[src/rtl/ysyx_040729_mem_lsu.sv]
// ysyx_040729_mem_lsu -- MEM-stage load/store unit.
//
// Takes the effective address and store data from EXE, runs one transaction
// at a time on a 64-bit aligned data-memory bus (request/grant/response) and
// returns sign- or zero-extended load data to WB. The upstream pipeline is
// stalled while a transaction is outstanding.
//
// Optional feature macro: YSYX_040729_LSU_MISALIGN_TRAP_EN
//   defined   : a misaligned request in IDLE is refused with a one-cycle
//               misalign_o pulse and no bus activity.
//   undefined : misalign_o is tied low and the access is aligned down to
//               its natural size.
//
// Ports
//   clock, reset        rising-edge clock, asynchronous active-high reset
//   req_valid_i         MEM stage holds a load or store
//   req_wen_i           1 = store, 0 = load
//   req_func3_i         RISC-V funct3 ([1:0] size, [2] unsigned load)
//   req_addr_i          effective address
//   req_wdata_i         store data
//   stall_o             hold IF/ID/EXE/MEM pipeline registers
//   rdata_o             extended load result
//   rdata_valid_o       one-cycle pulse when a load completes
//   misalign_o          one-cycle pulse on a trapped misaligned request
//   dmem_req_o .. dmem_wstrb_o   bus request side
//   dmem_gnt_i, dmem_rvalid_i, dmem_rdata_i   bus grant / response side
module ysyx_040729_mem_lsu #(
  parameter int DATA_WIDTH = 64,
  parameter int ADDR_WIDTH = 64
) (
  input  logic                  clock,
  input  logic                  reset,
  input  logic                  req_valid_i,
  input  logic                  req_wen_i,
  input  logic [2:0]            req_func3_i,
  input  logic [ADDR_WIDTH-1:0] req_addr_i,
  input  logic [DATA_WIDTH-1:0] req_wdata_i,
  output logic                  stall_o,
  output logic [DATA_WIDTH-1:0] rdata_o,
  output logic                  rdata_valid_o,
  output logic                  misalign_o,
  output logic                  dmem_req_o,
  output logic                  dmem_wen_o,
  output logic [ADDR_WIDTH-1:0] dmem_addr_o,
  output logic [DATA_WIDTH-1:0] dmem_wdata_o,
  output logic [7:0]            dmem_wstrb_o,
  input  logic                  dmem_gnt_i,
  input  logic                  dmem_rvalid_i,
  input  logic [DATA_WIDTH-1:0] dmem_rdata_i
);

  typedef enum logic [1:0] {IDLE, REQ, RESP} state_t;

  state_t state, state_nxt;

  logic                  wen_p0;
  logic [2:0]            func3_p0;
  logic [ADDR_WIDTH-1:0] addr_p0;
  logic [DATA_WIDTH-1:0] wdata_p0;
  logic [DATA_WIDTH-1:0] rdata_q;

  logic                  capture;
  logic                  complete;
  logic                  load_done;
  logic [2:0]            off_p0;
  logic [DATA_WIDTH-1:0] lane_data;
  logic [DATA_WIDTH-1:0] load_ext_data;

  // Low address bits that must be zero for a naturally aligned access.
  function automatic logic [2:0] size_mask(input logic [1:0] size);
    case (size)
      2'd0:    return 3'b000;
      2'd1:    return 3'b001;
      2'd2:    return 3'b011;
      default: return 3'b111;
    endcase
  endfunction

  function automatic logic [DATA_WIDTH-1:0] load_ext(input logic [2:0]            f3,
                                                     input logic [DATA_WIDTH-1:0] d);
    case (f3)
      3'b000:  return DATA_WIDTH'($signed(d[7:0]));
      3'b001:  return DATA_WIDTH'($signed(d[15:0]));
      3'b010:  return DATA_WIDTH'($signed(d[31:0]));
      3'b100:  return DATA_WIDTH'(d[7:0]);
      3'b101:  return DATA_WIDTH'(d[15:0]);
      3'b110:  return DATA_WIDTH'(d[31:0]);
      default: return d;
    endcase
  endfunction

  function automatic logic [7:0] store_strb(input logic [1:0] size, input logic [2:0] off);
    logic [7:0] base;
    case (size)
      2'd0:    base = 8'h01;
      2'd1:    base = 8'h03;
      2'd2:    base = 8'h0F;
      default: base = 8'hFF;
    endcase
    return base << off;
  endfunction

  // Replicating the operand across every lane means the strobes alone pick
  // the destination bytes, with no data shifter.
  function automatic logic [DATA_WIDTH-1:0] store_rep(input logic [1:0]            size,
                                                      input logic [DATA_WIDTH-1:0] w);
    case (size)
      2'd0:    return {(DATA_WIDTH/8){w[7:0]}};
      2'd1:    return {(DATA_WIDTH/16){w[15:0]}};
      2'd2:    return {(DATA_WIDTH/32){w[31:0]}};
      default: return w;
    endcase
  endfunction

`ifdef YSYX_040729_LSU_MISALIGN_TRAP_EN
  assign misalign_o = (state == IDLE) && req_valid_i &&
                      (|(req_addr_i[2:0] & size_mask(req_func3_i[1:0])));
`else
  assign misalign_o = 1'b0;
`endif

  assign capture   = (state == IDLE) && req_valid_i && !misalign_o;
  assign complete  = (state == RESP) && dmem_rvalid_i;
  assign load_done = complete && !wen_p0;

  // Aligning the offset down is a no-op for trapped builds, since misaligned
  // requests never get captured there.
  assign off_p0        = addr_p0[2:0] & ~size_mask(func3_p0[1:0]);
  assign lane_data     = dmem_rdata_i >> {off_p0, 3'b000};
  assign load_ext_data = load_ext(func3_p0, lane_data);

  assign stall_o       = req_valid_i && !complete && !misalign_o;
  assign rdata_valid_o = load_done;
  assign rdata_o       = load_done ? load_ext_data : rdata_q;

  always_ff @(posedge clock or posedge reset) begin
    if (reset) begin
      state   <= IDLE;
      rdata_q <= '0;
    end else begin
      state <= state_nxt;
      if (load_done) rdata_q <= load_ext_data;
    end
  end

  // Stage p0: request captured in IDLE, held for the whole transaction.
  always_ff @(posedge clock) begin
    if (capture) begin
      wen_p0   <= req_wen_i;
      func3_p0 <= req_func3_i;
      addr_p0  <= req_addr_i;
      wdata_p0 <= req_wdata_i;
    end
  end

  always_comb begin
    state_nxt    = state;
    dmem_req_o   = 1'b0;
    dmem_wen_o   = 1'b0;
    dmem_addr_o  = '0;
    dmem_wdata_o = '0;
    dmem_wstrb_o = '0;
    case (state)
      IDLE: begin
        if (capture) state_nxt = REQ;
      end
      REQ: begin
        dmem_req_o   = 1'b1;
        dmem_wen_o   = wen_p0;
        dmem_addr_o  = {addr_p0[ADDR_WIDTH-1:3], 3'b000};
        dmem_wdata_o = store_rep(func3_p0[1:0], wdata_p0);
        dmem_wstrb_o = store_strb(func3_p0[1:0], off_p0);
        if (dmem_gnt_i) state_nxt = RESP;
      end
      RESP: begin
        if (dmem_rvalid_i) state_nxt = IDLE;
      end
      default: state_nxt = IDLE;
    endcase
  end

endmodule

[config.mk]
export PLATFORM = sky130hd
export DESIGN_NAME = ysyx_040729_mem_lsu
export DESIGN_NICKNAME = d
export VERILOG_FILES = /design/src/rtl/ysyx_040729_mem_lsu.sv
export SDC_FILE = /design/constraint.sdc
export NUM_CORES = 1
export LEC_CHECK = 0
export ABC_AREA = 1
export ABC_CLOCK_PERIOD_IN_PS = 8400
export CORE_MARGIN = 5
export CORE_UTILIZATION = 35
export DETAILED_ROUTE_END_ITERATION = 7
export HOLD_SLACK_MARGIN = 0.03
export PLACE_DENSITY = 0.64
export SYNTH_ARGS = -nofsm -noshare
export SYNTH_HDL_FRONTEND = slang
export SYNTH_SLANG_ARGS = --single-unit
[constraint.sdc]
create_clock -name clock -period 8.4 [get_ports clock]
set_clock_uncertainty 0.15 [all_clocks]
set_input_delay 0.84 -clock clock [delete_from_list [all_inputs] [get_ports clock]]
set_output_delay 0.84 -clock clock [all_outputs]
set_load 0.01 [all_outputs]
==> Yosys cells after proc, flatten, opt, wreduce, memory -nomap -nowiden <==
Cells that the tools add are included.
W data, S select, Z words.
{ "classes": {"reduce_logical": 10, "eq_ne": 12, "n_shift": 2, "mux": 15, "n_bitwise": 2} }
{ "ops": {"columns": ["cell", "count"], "rows": [
  ["$pmux W64 S6", 1],
  ["$mux W64", 3],
  ["$pmux W64 S3", 1],
  ["$shr A64 B6 Y64", 1],
  ["$pmux W8 S3", 1],
  ["$mux W8", 2],
  ["$eq A3 B3 Y1 const B", 3],
  ["$pmux W3 S3", 1],
  ["$shl A8 B3 Y8", 1],
  ["$mux W2", 3],
  ["$ne A2 B2 Y1 const B", 3],
  ["$pmux W2 S3", 1],
  ["$eq A2 B1 Y1 const B", 2],
  ["$eq A2 B2 Y1 const B", 2],
  ["$logic_and A1 B1 Y1", 4],
  ["$logic_not A2 Y1", 2],
  ["$and A3 B3 Y3", 1],
  ["$eq A3 B1 Y1 const B", 1],
  ["$eq A3 B2 Y1 const B", 1],
  ["$logic_not A3 Y1", 1],
  ["$not A3 Y3", 1],
  ["$reduce_and A3 Y1", 1],
  ["$logic_not A1 Y1", 2],
  ["$mux W1", 2]
]} }
{ "word_totals": {"regBits": 198, "word_cells": 47, "output_inout_bits": 205, "inputBits": 201} }

==> Longest topological paths before layout <==
{ "depth": {"ltp_word": 7, "depth_mapped": 13, "mapped_depth_nobuf": 11} }

==> Worst setup path before layout <==
OpenSTA, ideal clock, no wires.
{ "synth_path": {"path_kind": "input to register", "startpoint": "input req_valid_i", "endpoint": "register addr_p0[0], enable pin", "slack_ns": 1.294, "n_path_buf": 0, "stages": 2, "setup_ns": 0.624, "t_arrival_ns": 6.332, "required_time_ns": 7.626, "cell_sequence": "inv_1 -> nor2_1"} }
{ "synth_between": {"elab_chain_len": 1} }
{ "synth_rtl": {"columns": ["element", "line_no", "rtl"], "rows": [
  ["start, declared", "33", "input logic req_valid_i,"],
  ["$logic_and A1 B1 Y1", "122", "assign capture = (state == IDLE) && req_valid_i && !misalign_o;"],
  ["via capture", "62", "logic capture;"],
  ["end signal, assigned", "151", "addr_p0 <= req_addr_i;"],
  ["end, declared", "58", "logic [ADDR_WIDTH-1:0] addr_p0;"]
]} }
The timed path passes the listed nets, and every way through them passes these cells.
A chain may end at the register's enable or synchronous reset.

==> Final worst setup path <==
{ "layout_path": {"startpoint": "register func3_p0[0]", "endpoint": "output rdata_o[36]"} }
{ "layout_between": {"elab_chain_len": 7, "elab_cells_between_ends": 15, "classes_between": "eq/ne (7); shift (1); mux (3); bitwise (2); reduce/logical (2)"} }
{ "layout_rtl": {"columns": ["element", "line_no", "rtl"], "rows": [
  ["start, declared", "57", "logic [2:0] func3_p0;"],
  ["start signal, assigned", "150", "func3_p0 <= req_func3_i;"],
  ["$eq A2 B2 Y1 (tied with other cells)", "71", "case (size)"],
  ["$pmux W3 S3", "71", null],
  ["$not A3 Y3", "128", "assign off_p0 = addr_p0[2:0] & ~size_mask(func3_p0[1:0]);"],
  ["$and A3 B3 Y3", "128", null],
  ["$shr A64 B6 Y64", "129", "assign lane_data = dmem_rdata_i >> {off_p0, 3'b000};"],
  ["$pmux W64 S6 (*)", "81", "case (f3)"],
  ["$mux W64 (*)", null, null],
  ["end, declared", "39", "output logic [DATA_WIDTH-1:0] rdata_o,"]
]} }
Every way passes the cells marked *; elsewhere a longest branch is shown, timed or not.

==> summary by stage <==
Placed design
The port buffer count is 401. After detailed placement, the total cell area comes to 14,400 sq um. The final weighted congestion in routability-driven placement is 0.877.

In this run, placement finished with an instance count of 1,964. The wire-length estimate of the detail-placed layout is 30.9 mm.

CTS
In this run, post-CTS repair resized a total of 0 instances. The number of sinks handled by clock tree synthesis is 198. The H-tree depth is 4. In this run the post-CTS setup repair buffer count came out at 0.

CTS placed an instance of sky130_fd_sc_hd__clkbuf_16 at the clock tree root. Clock latency on the worst-skew pair, taken at its later pin, is 0.44 ns. The total clock buffers created by CTS is 17.

The post-cts hold buffer count is 0. Counting along the longest clock path gives a buffer depth of 2. TritonCTS built the clock tree. The clock-pin slew of the registers on the worst-case setup and hold paths is 0.08 ns.

Synth
A synthesized cell averages 8.24 sq um. The count of distinct cell types in the synthesized netlist is 35. The post-synth design cell area is 10,200 sq um.

The share of the Yosys chip area taken by registers is 0.548. Synthesis inferred 198 register bits. The number of warnings reported in the yosys synthesis log is 0. The gate count of the mapped netlist is 1,244.

Floorplan
The area of the die is 32,800 sq um. The initial core utilization is 0.356. Pin placement for this block handled 406 I/O pins. In this run the core area contains 62 standard-cell rows. The die span in x is 181 um. The core region area is 28,800 sq um. Measured along the y axis, the die boundary spans 181 um.

Timing
Setup repair after global routing left no endpoint under its margin. Timing would allow up to 187 MHz. The total of endpoints with negative setup slack in the final report is 0.

The total negative slack is 0 ns. Counting I/O delays and the setup requirement, the final critical path takes 5.36 ns. Headroom to the max-slew limit came out at 0.263. The count of pins over their slew limit is 0. The final number of hold-violating endpoints is 0. The worst-margin pin slew is 1.10 ns. In the finished design, the share of the clock period the worst path needs comes to 0.638.

Worst setup path
At the worst endpoint, the required time is 7.41 ns. The delay contributed by the slowest stage of the critical path is 0.67 ns. The signal arrival time at the worst endpoint is 4.37 ns. The signal on the critical path passes through nand2_4 -> nand2_4 -> inv_2 -> nand3_1 -> nand3_2 -> nand3_4 -> nor2_1 -> nor2_1 -> clkdlybuf4s50_1. The startpoint class of the critical path is a flip-flop. For flop-to-flop paths, the worst setup slack is 4.69 ns. The critical path capture point type is an output port. Of all nets on the critical path, the largest fanout is 66. The logic depth of the worst register-to-register path is 8. Among all stages on the critical path, the largest delay is contributed by sky130_fd_sc_hd__nand2_4.

The setup path with the least slack is of type flip-flop to output port.

Global route
The number of global-route vias before repair is 9,961. Entering global routing, the biggest net connects 88 pins. The number of antenna violations at the first check in global routing came to 11. Summed over all layers, the global routing overflow is 0.

The first-pass GRT wire length is 59.6 mm. The global-route total usage across every layer is 0.239.

Layout
Relative to the synthesized area, the layout overhead comes to 46.9%. The count of cells in the finished layout, fillers not included, comes to 2,000. Of the cells placed in the final design, the portion with a size suffix greater than 1 is 0.0484. The layout net count is 1,800. The finished cells cover 15,100 sq um. The number of filler cells placed in the layout is 2,719.

Worst hold path
Along the worst hold path, the cell count comes to 2. The worst hold path belongs to the class flip-flop to flip-flop.

Detailed routing
After detailed routing, the number of remaining DRC violations is 0. The average detailed-routed wire length per instance is 20.3 um. The detail route stage leaves a number of antenna-violating nets equal to 0.

The first routing iteration left 738 violations. Summing over every cut layer, the via total after detailed routing is 9,730. The detail-routed via count per cell is 4.87. The routed wire length is 40.6 mm. The first-pass detailed-route iteration total is 5.

Power
The share of power burned in the clock network is 0.187. The worst ir drop on vdd is 153 uV. The internal portion of the total power is 0.00285 W. The combinational group share of total power is 0.499. The total leakage power is 6.32 nW. The part of the power in registers is 0.314.

In this run the power density over the cells is 314 nW/um^2. Summed over all nets, the switching power comes to 0.00188 W. Of the total power, the share spent switching nets is 0.398.

Job
The number of maximum-capacitance violations is 0.

Outcome
The run finished with clean final reports.
-- state kept, by name (all words and copies together) (netlist names) --
signal and cells:
func3_p0 3, wen_p0 1, state 2, wdata_p0 64, rdata_q 64, addr_p0 64
-- power by group through the flow --
stage          Combinational [W]  Sequential, W  Clock, W
2_1_floorplan            0.00113        0.00151         0
3_3_place_gp             0.00237        0.00150         0
3_5_place_dp             0.00237        0.00151         0
4_1_cts                  0.00239        0.00149  0.000899
5_1_grt                  0.00256        0.00151  0.000938
6_report                 0.00236        0.00148  0.000886
-- routing by layer --
metal  share of wire  track usage  wire [um]
met1            0.35        0.252      14300
met2            0.52        0.442      21300
met3            0.10       0.0987       4140
met4           0.020       0.0549        797
met5          0.0023            0         94
-- worst max-delay path: cells and delay by family, from the launching register on --
kind	cells	cell delay, ns
buffers and inverters	2	1.04
and+or+nand+nor	7	2.18
DFF	1	0.61
-- final cells by class --
| class | count | area (sq um) | area share |
|---|---|---|---|
| tap | 384 | 480 | 0.0319 |
| clock buffer | 17 | 425 | 0.0283 |
| inverter | 125 | 472 | 0.0313 |
| clock inverter | 15 | 198 | 0.0131 |
| multi-input combinational | 849 | 3790 | 0.252 |
| sequential | 198 | 5620 | 0.373 |
| timing repair buffer | 408 | 4070 | 0.270 |
| antenna | 4 | 10.0 | 0.000665 |
-- final timing paths --
| check | start | endpoint |
|---|---|---|
| worst min-delay path | rdata_q[8]$_DFF_PP0_ | rdata_q[8]$_DFF_PP0_ |
| worst min register to register | rdata_q[8]$_DFF_PP0_ | rdata_q[8]$_DFF_PP0_ |
| min in group asynchronous | reset | rdata_q[38]$_DFF_PP0_ |
| worst max register to register | func3_p0[0]$_DFFE_PP_ | rdata_q[55]$_DFF_PP0_ |
| max in group asynchronous | reset | state[0]$_DFFE_PP0P_ |
| worst max-delay path | func3_p0[0]$_DFFE_PP_ | rdata_o[36] |
-- per-stage QoR --
| stage | setup WS, ns | power [W] | utilization | hold slack (ns) |
|---|---|---|---|---|
| 4_1_cts | 3.09 | 0.00478 | 0.523 | 0.337 |
| 5_1_grt | 2.72 | 0.00502 | 0.523 | 0.360 |
| 2_1_floorplan | 1.29 | 0.00263 | - | 0.356 |
| 3_3_place_gp | 3.61 | 0.00387 | 0.501 | 0.312 |
| 6_report | 3.04 | 0.00473 | 0.523 | 0.332 |
| 3_5_place_dp | 3.56 | 0.00388 | 0.501 | 0.315 |
-- layout by cell type, fill, tap and decap left out, types with 7 or more instances in the layout --
cell type,Yosys,layout
sky130_fd_sc_hd__clkbuf_16,0,17
sky130_fd_sc_hd__o22ai_1,9,9
sky130_fd_sc_hd__buf_4,9,7
sky130_fd_sc_hd__nand3_1,83,83
sky130_fd_sc_hd__dfrtp_1,66,66
sky130_fd_sc_hd__nor2_1,292,289
sky130_fd_sc_hd__o21ai_0,47,47
sky130_fd_sc_hd__nor2_2,10,10
sky130_fd_sc_hd__inv_1,119,118
sky130_fd_sc_hd__nand2_1,292,292
sky130_fd_sc_hd__clkdlybuf4s50_1,0,401
sky130_fd_sc_hd__o211ai_1,30,30
sky130_fd_sc_hd__a21oi_1,29,29
sky130_fd_sc_hd__o21ai_1,18,18
sky130_fd_sc_hd__edfxtp_1,132,132
-- logic make-up after synthesis --
| kind of cell | synth area share |
|---|---|
| AO/OA/AOI/OAI | 0.0820 |
| AND/OR/NAND/NOR | 0.284 |
| buffers and inverters | 0.0858 |
| other | 0.000366 |
| flip-flops | 0.548 |
-- synthesized netlist by cell type --
master                     instances  area, sq um
sky130_fd_sc_hd__nor2_8            1         20.0
sky130_fd_sc_hd__and2_1            1         6.26
sky130_fd_sc_hd__o21ai_0          47          235
sky130_fd_sc_hd__inv_1           119          447
sky130_fd_sc_hd__conb_1            1         3.75
sky130_fd_sc_hd__buf_1             3         11.3
sky130_fd_sc_hd__clkbuf_1         34          128
sky130_fd_sc_hd__nor2_2           10         62.6
sky130_fd_sc_hd__o21bai_1          2         15.0
sky130_fd_sc_hd__nand2_4           4         45.0
sky130_fd_sc_hd__nor2_4            3         33.8
sky130_fd_sc_hd__buf_4             9         67.6
sky130_fd_sc_hd__nand3_4           2         35.0
sky130_fd_sc_hd__buf_2            20          100
sky130_fd_sc_hd__o21ai_1          18         90.1
sky130_fd_sc_hd__buf_6             9          101
sky130_fd_sc_hd__o21ai_2           1         8.76
sky130_fd_sc_hd__nand3_2           5         50.1
sky130_fd_sc_hd__nand2_2           2         12.5
sky130_fd_sc_hd__o22ai_1           9         56.3
sky130_fd_sc_hd__clkinv_1          2         7.51
sky130_fd_sc_hd__nand2_1         292         1100
sky130_fd_sc_hd__edfxtp_1        132         3960
sky130_fd_sc_hd__o211ai_2          2         25.0
sky130_fd_sc_hd__o211ai_1         30          225
sky130_fd_sc_hd__nor2_1          292         1100
sky130_fd_sc_hd__o221ai_1          1         8.76
sky130_fd_sc_hd__dfrtp_1          66         1650
sky130_fd_sc_hd__inv_4             1         6.26
sky130_fd_sc_hd__nand3_1          83          415
sky130_fd_sc_hd__or2_2             1         6.26
sky130_fd_sc_hd__inv_2             3         11.3
sky130_fd_sc_hd__a21oi_1          29          145
sky130_fd_sc_hd__a31oi_1           5         31.3
sky130_fd_sc_hd__or2_0             5         31.3
No activity file was read; power rests on OpenSTA's default activity.
